==> src/rtl/dds_sweep_ctrl.sv <==
// DDS sweep scheduler: steps the frequency word between two limits with a
// programmable dwell, in single, sawtooth or triangle mode.
module dds_sweep_ctrl #(
    parameter int FW = 26,
    parameter int DW = 24
) (
    input  logic          clk,
    input  logic          rst,
    input  logic          start,
    input  logic          stop,
    input  logic [FW-1:0] cfg_f_start,
    input  logic [FW-1:0] cfg_f_stop,
    input  logic [FW-1:0] cfg_f_step,
    input  logic [DW-1:0] cfg_dwell,
    input  logic [1:0]    cfg_mode,
    input  logic [1:0]    cfg_wave_c,
    input  logic [4:0]    cfg_amplitude,
    output logic [FW-1:0] f_word,
    output logic [1:0]    wave_c,
    output logic [4:0]    amplitude,
    output logic          busy,
    output logic          sweep_tick,
    output logic          done,
    output logic          err
);

    typedef enum logic [1:0] {
        IDLE,
        RUN_UP,
        RUN_DOWN
    } state_t;

    state_t        state_q, state_d;
    logic [FW-1:0] f_start_q, f_start_d;
    logic [FW-1:0] f_stop_q, f_stop_d;
    logic [FW-1:0] f_step_q, f_step_d;
    logic [DW-1:0] dwell_q, dwell_d;
    logic [DW-1:0] cnt_q, cnt_d;
    logic [1:0]    mode_q, mode_d;
    logic [FW-1:0] f_word_d;
    logic [1:0]    wave_c_d;
    logic [4:0]    amplitude_d;
    logic          tick_d, done_d, err_d;

    logic [FW:0]   up_sum;
    logic [FW-1:0] up_next;
    logic [FW-1:0] dn_diff;
    logic [FW-1:0] dn_next;
    logic          cfg_bad;

    // One extra bit on the sum so a step near full scale clamps instead of wrapping
    assign up_sum  = {1'b0, f_word} + {1'b0, f_step_q};
    assign up_next = (up_sum >= {1'b0, f_stop_q}) ? f_stop_q : up_sum[FW-1:0];
    assign dn_diff = f_word - f_start_q;
    assign dn_next = (dn_diff <= f_step_q) ? f_start_q : f_word - f_step_q;

    assign cfg_bad = (cfg_f_step == '0) || (cfg_f_start > cfg_f_stop) ||
                     (cfg_mode == 2'd3);

    assign busy = (state_q != IDLE);

    always_comb begin
        state_d     = state_q;
        f_start_d   = f_start_q;
        f_stop_d    = f_stop_q;
        f_step_d    = f_step_q;
        dwell_d     = dwell_q;
        cnt_d       = cnt_q;
        mode_d      = mode_q;
        f_word_d    = f_word;
        wave_c_d    = wave_c;
        amplitude_d = amplitude;
        tick_d      = 1'b0;
        done_d      = 1'b0;
        err_d       = 1'b0;

        case (state_q)
            IDLE: begin
                if (start && !stop) begin
                    f_start_d = cfg_f_start;
                    f_stop_d  = cfg_f_stop;
                    f_step_d  = cfg_f_step;
                    dwell_d   = cfg_dwell;
                    mode_d    = cfg_mode;
                    if (cfg_bad) begin
                        err_d = 1'b1;
                    end else begin
                        f_word_d    = cfg_f_start;
                        wave_c_d    = cfg_wave_c;
                        amplitude_d = cfg_amplitude;
                        cnt_d       = cfg_dwell;
                        tick_d      = 1'b1;
                        state_d     = RUN_UP;
                    end
                end
            end
            RUN_UP, RUN_DOWN: begin
                if (stop) begin
                    state_d = IDLE;
                end else if (cnt_q != '0) begin
                    cnt_d = cnt_q - DW'(1);
                end else begin
                    cnt_d  = dwell_q;
                    tick_d = 1'b1;
                    if (state_q == RUN_UP) begin
                        if (f_word == f_stop_q) begin
                            case (mode_q)
                                2'd0: begin
                                    state_d = IDLE;
                                    done_d  = 1'b1;
                                    tick_d  = 1'b0;
                                end
                                2'd1: f_word_d = f_start_q;
                                default: begin
                                    state_d  = RUN_DOWN;
                                    f_word_d = dn_next;
                                end
                            endcase
                        end else begin
                            f_word_d = up_next;
                        end
                    end else begin
                        if (f_word == f_start_q) begin
                            state_d  = RUN_UP;
                            f_word_d = up_next;
                        end else begin
                            f_word_d = dn_next;
                        end
                    end
                end
            end
            default: state_d = IDLE;
        endcase
    end

    always_ff @(posedge clk or posedge rst) begin
        if (rst) begin
            state_q    <= IDLE;
            f_start_q  <= '0;
            f_stop_q   <= '0;
            f_step_q   <= '0;
            dwell_q    <= '0;
            cnt_q      <= '0;
            mode_q     <= '0;
            f_word     <= '0;
            wave_c     <= '0;
            amplitude  <= '0;
            sweep_tick <= 1'b0;
            done       <= 1'b0;
            err        <= 1'b0;
        end else begin
            state_q    <= state_d;
            f_start_q  <= f_start_d;
            f_stop_q   <= f_stop_d;
            f_step_q   <= f_step_d;
            dwell_q    <= dwell_d;
            cnt_q      <= cnt_d;
            mode_q     <= mode_d;
            f_word     <= f_word_d;
            wave_c     <= wave_c_d;
            amplitude  <= amplitude_d;
            sweep_tick <= tick_d;
            done       <= done_d;
            err        <= err_d;
        end
    end

endmodule
==> config.mk <==
export PLATFORM = sky130hd
export DESIGN_NAME = dds_sweep_ctrl
export DESIGN_NICKNAME = d
export VERILOG_FILES = /design/src/rtl/dds_sweep_ctrl.sv
export SDC_FILE = /design/constraint.sdc
export NUM_CORES = 1
export LEC_CHECK = 0
export ABC_AREA = 1
export BUFFER_PORTS_ARGS = -buffer_cell sky130_fd_sc_hd__buf_2
export CAP_MARGIN = 20
export CORE_MARGIN = 10
export CORE_UTILIZATION = 45
export DETAILED_ROUTE_END_ITERATION = 7
export SETUP_SLACK_MARGIN = 0.2
export SYNTH_ARGS = -nofsm -noshare
export SYNTH_HDL_FRONTEND = slang
export SYNTH_SLANG_ARGS = --single-unit
==> constraint.sdc <==
create_clock -name clk -period 6 [get_ports clk]
set_input_delay 0.3 -clock clk [delete_from_list [all_inputs] [get_ports clk]]
set_output_delay 0.3 -clock clk [all_outputs]
set_load 0.05 [all_outputs]
# [Word-level counts from Yosys, hierarchy flattened]
# Index checks and enable logic that the tools add are counted.
[totals] regBits=166 latch_bits=0 ramBits=0 rom_bits=0 inputBits=115 out_inout_bits=37 word_cells=94 mem_count=0
[op_classes] n_addsub=4 multipliers=0 div_mod_pow=0 n_lt_le_gt_ge=3 n_eq_ne=15 n_shift=0 n_mux=42 n_bitwise=1 n_reduce_logical=16
[op_table] operator="two-way mux 26 bit" n=9
[op_table] operator="case mux 26 bit (2 select lines)" n=2
[op_table] operator="two-way mux 24 bit" n=4
[op_table] operator="equality test 26 bit" n=2
[op_table] operator="subtractor 26 bit" n=2
[op_table] operator="case mux 24 bit (2 select lines)" n=1
[op_table] operator="adder 26 x 26 -> 27 bit" n=1
[op_table] operator="greater-or-equal comparator 27 x 26 -> 1 bit" n=1
[op_table] operator="> comparator 26 bit" n=1
[op_table] operator="<= comparator 26 bit" n=1
[op_table] operator="zero test 26 bit" n=1
[op_table] operator="nonzero test 24 bit" n=1
[op_table] operator="subtractor 24 x 1 -> 24 bit, second input constant" n=1
[op_table] operator="two-way mux 1 bit" n=16
[op_table] operator="inequality test 4 bit, second input constant" n=4
[op_table] operator="two-way mux 2 bit" n=7
[op_table] operator="AND reduction 6 bit" n=2
[op_table] operator="inequality test 2 bit, second input constant" n=4
[op_table] operator="case mux 2 bit (2 select lines)" n=2
[op_table] operator="equality test 2 x 1 -> 1 bit, second input constant" n=2
[op_table] operator="equality test 2 bit, second input constant" n=2
[op_table] operator="zero test 2 bit" n=2
[op_table] operator="AND reduction 4 bit" n=1
[op_table] operator="nonzero test 2 bit" n=2
[op_table] operator="other kinds (9)" n=10

# [Logic depth before layout (Yosys ltp)]
[logic_depth] ltp_word=9 depth_mapped=33 mapped_depth_nobuf=31

# [Least setup slack after synthesis]
# OpenSTA, ideal clock, no wires.
[synth_timing] kind="reg2reg" from="register f_word[0]" to="register f_word[19]" setup_time_ns=0.121 t_arrival_ns=4.278 required_ns=5.879 setup_slack_ns=1.601 stages_incl_launch_ff=27 path_buffers=1 synth_period_minus_slack_ns=4.399 cell_sequence="dfrtp_1 inv_1 ha_1 fa_1 o21ai_1 a21o_1 a21oi_1 o21ai_1 nand3_1 nand2_1 nand2_1 nand2_1 a21oi_1 xor2_1 ha_1 nand2_1 nor4_1 nand2_1 nand2_2 clkinv_1 buf_2 nand3_1 nand2_1 o21ai_0 nand3_1 nand3_1 a21oi_1"
[synth_via] elab_chain_len=9 word_cells_on_any_way=18 cone_classes="add/sub (3); order compare (2); eq/ne (3); mux (9); reduce/logical (1)"
[synth_rtl] item="start: declaration" line="18" rtl="output logic [FW-1:0] f_word,"
[synth_rtl] item="start signal: assignment" line="159" rtl="f_word <= f_word_d;"
[synth_rtl] item="subtractor 26 bit" line="54" rtl="assign dn_diff = f_word - f_start_q;"
[synth_rtl] item="<= comparator 26 bit" line="55" rtl="assign dn_next = (dn_diff <= f_step_q) ? f_start_q : f_word - f_step_q;"
[synth_rtl] item="two-way mux 26 bit" line="55"
[synth_rtl] item="case mux 26 bit (2 select lines)" line="107" rtl="case (mode_q)"
[synth_rtl] item="two-way mux 26 bit" line="106" rtl="if (f_word == f_stop_q) begin"
[synth_rtl] item="two-way mux 26 bit" line="105" rtl="if (state_q == RUN_UP) begin"
[synth_rtl] item="two-way mux 26 bit" line="100" rtl="end else if (cnt_q != '0) begin"
[synth_rtl] item="two-way mux 26 bit" line="98" rtl="if (stop) begin"
[synth_rtl] item="case mux 26 bit (2 select lines)" line="77" rtl="case (state_q)"
# Several ways; a longest one is shown, not always the timed one. The select of a mux whose other input is x is not followed.
# A chain may end at the register's enable or synchronous reset.

# [Worst setup path after layout]
[layout_timing] from="register f_word[0]" to="register f_word[21]"
# Same word-level chain as after synthesis.

==> results.cfg <==
[logic_synthesis]
yosysSeqAreaShare_pct = 24.99
synth_xor_area_share_pct = 3.320
synth_edf_count = 0
synth_area_per_cell_um2 = 6.460
netlist_top_cells_area = dfrtp_1, nand2_1, ha_1
synth_fa_ha_area_share_pct = 12.33
ys_async_sr_fraction_pct = 100.0
syn-num-nets = 2850
synth_compound_area_share_pct = 16.09
synthMuxAreaShare_pct = 0
ys.warnings.count = 0
synth_top_family_by_area = simple AND/OR/NAND/NOR gates
yosys_most_used_dff = dfrtp_1
netlist.area_leader.share_pct = 24.99
ys_ff_latch = 166
syn-cell-area_mm2 = 0.01662
syn-instance-count = 2573
yosys.area_share.simple_pct = 32.31
yosys.area.top_type = dfrtp_1
synth_cell_types = 56

[min_path]
holdCritPathClass = in2async

[setup_path]
r2r_end = f_word[21]
cp-end-kind = flip-flop
ff2ff_path_depth = 29
cpPeakStageDelay_ns = 0.42
critPathMaxFanout = 17
path_class = reg2reg
cp.arrival_ns = 5.61
r2r_setup_slack_ns = 0.79
crit_slowest_cell = dfrtp_1
cp_common_cell = nand2_1
regToRegStartpoint = f_word[0]
startpoint_type = flip-flop
worst_ep_required_time_ns = 6.40

[timing]
period_share_pct = 86.81
rsz0062_at_grt = false
slew_viol_final = 0
fin_tns_setup_ns = 0
setup_ws_ns = 0.7915
hold_viol = 0
slew_headroom_pct = 33.54
tightest_slew_ns = 0.9969
period_minus_slack_ns = 5.208
setup_viol = 0
fmaxAchievable_ghz = 0.1920
fin_skew_ns = 0.01951

[global_routing]
track_usage_pct = 28.36
antenna_found_initial = 5
grt_pass1_vias = 17090
busiest_layer = met2
overflow = 0
grt_use_met1_pct = 37.26
grt_max_degree = 98
grt_first_pass_wirelength_um = 97590
grtUsageMet3_pct = 5.301
met2_usage_pct = 44.59

[routing]
drtIter0Drc = 1701
final_antenna_net_count = 0
wl_um = 64200
vias_per_cell = 5.631
drc = 0
vias = 17790
firstDrtPassIters = 6
post_drt_wl_per_cell_um = 20.32

[floorplanning]
core-area_mm2 = 0.03652
start_util_pct = 45.51
dieHeight_um = 212.2
die_w_um = 212.2
rows = 70
dieArea_mm2 = 0.04503
ios = 152

[place]
hpwl_um = 50900
globalplace.congestion = 1.009
post-place-cells = 3125
post_dp_cell_area_mm2 = 0.01774
dp_slack_ns = 0.8748
portBuffers = 151

[clocking]
clk_latency_ns = 0.48
clkTransAtPathRegs_ns = 0.07
cts_tree = built
clock_sinks = 166
numCtsBuffers = 17
cts_setup_buffers = 0
h-tree-depth = 4
clock_path_buffers = 2
cts-resized-gates = 0
ctsHoldBuffers = 0
cts_root_buffer = clkbuf_16

[finish]
fin_nets = 2953
stdcell_count = 3159
fin_area_mm2 = 0.01842
area_growth_pct = 10.81
drive_gt1_share_pct = 10.12

[job]
maxCapViolCount = 0

[status]
status = finished clean
-- critical path: cells and delay by family, from the launching register on --
kind / cells / cell delay (ns)
AO/OA/AOI/OAI: 7 / 1.17
AND/OR/NAND/NOR: 15 / 1.97
flip-flops: 1 / 0.42
adder cells (fa/ha/maj): 3 / 0.95
XOR/XNOR: 1 / 0.17
buffers and inverters: 3 / 0.43
-- how the worst max path moves through the flow --
| stage | start | to | slack, ns |
|---|---|---|---|
| after CTS | f_word[1] | f_word[21] | 0.83 |
| final | f_word[0] | f_word[21] | 0.79 |
| after floorplan | rst | amplitude[0] | 1.21 |
| after detailed placement | f_word[1] | f_word[21] | 0.87 |
| after global routing | f_word[1] | f_word[3] | 0.29 |
| after global placement | f_word[0] | f_word[21] | 0.85 |
-- synthesized netlist by cell type (all sizes together), types with 3 or more instances --
cell type  number
nor3           28
o211ai          6
nand4          49
a31oi           7
ha            159
a21o            4
xor2           50
fa              3
dfrtp         166
clkbuf         52
o21ai         219
a22oi          11
a21oi         180
nand3b          6
nand3         222
buf            42
clkinv          3
xnor2          13
inv           361
a211oi          4
nand2         680
o221ai          3
nor2          233
nor4           13
o21bai         12
or2             4
a21boi         21
o21a            8
-- area by class of cell --
| class | instances | area [um2] |
|---|---|---|
| flip-flops and latches | 166 | 4154 |
| clock buffers | 18 | 439.2 |
| repair buffers | 178 | 958.4 |
| fillers | 3813 | 18100 |
| multi-input cells | 1949 | 10670 |
| inverters | 364 | 1371 |
| diodes | 2 | 5.005 |
| clock inverters | 14 | 236.5 |
| well taps | 468 | 585.6 |
-- layer usage --
| metal | vias to the layer above | part of all wire (%) | routed length, um |
|---|---|---|---|
| li1 | 8609 | - | - |
| met4 | 6 | 3.8 | 2424 |
| met3 | 115 | 7.8 | 4978 |
| met2 | 745 | 45 | 28760 |
| met1 | 8312 | 44 | 28000 |
| met5 | - | 0.053 | 34 |
-- cell families after synthesis --
kind of cell,count (synthesis)
flip-flops,166
XOR/XNOR,63
buffers and inverters,458
AO/OA/AOI/OAI,484
AND/OR/NAND/NOR,1240
adder cells (fa/ha/maj),162
-- placed cells by master, fill, tap and decap left out, drive strengths merged, types with 12 or more instances in the layout --
cell    count
nand2     680
inv       366
nor2      233
nand3     222
o21ai     219
a21oi     180
buf       178
dfrtp     166
ha        159
xor2       50
nand4      49
nor3       28
a21boi     21
clkbuf     18
xnor2      13
nor4       13
o21bai     12
-- state kept, by name, summed over array words and instances, names as in the netlist --
register	count
done	1
mode_q	2
wave_c	2
f_step_q	26
amplitude	5
sweep_tick	1
f_start_q	26
state_q	2
f_word	26
err	1
f_stop_q	26
cnt_q	24
dwell_q	24
-- through the flow --
step	util, %	hold WS [ns]
after floorplan	-	0.4166
after global placement	48.57	0.4495
after detailed placement	48.57	0.4531
after CTS	50.42	0.009608
after global routing	50.42	0.03809
final	50.43	0.01999
Power is not shown: default switching activity piles up to over one toggle a cycle in this logic, so the estimate is an artifact.
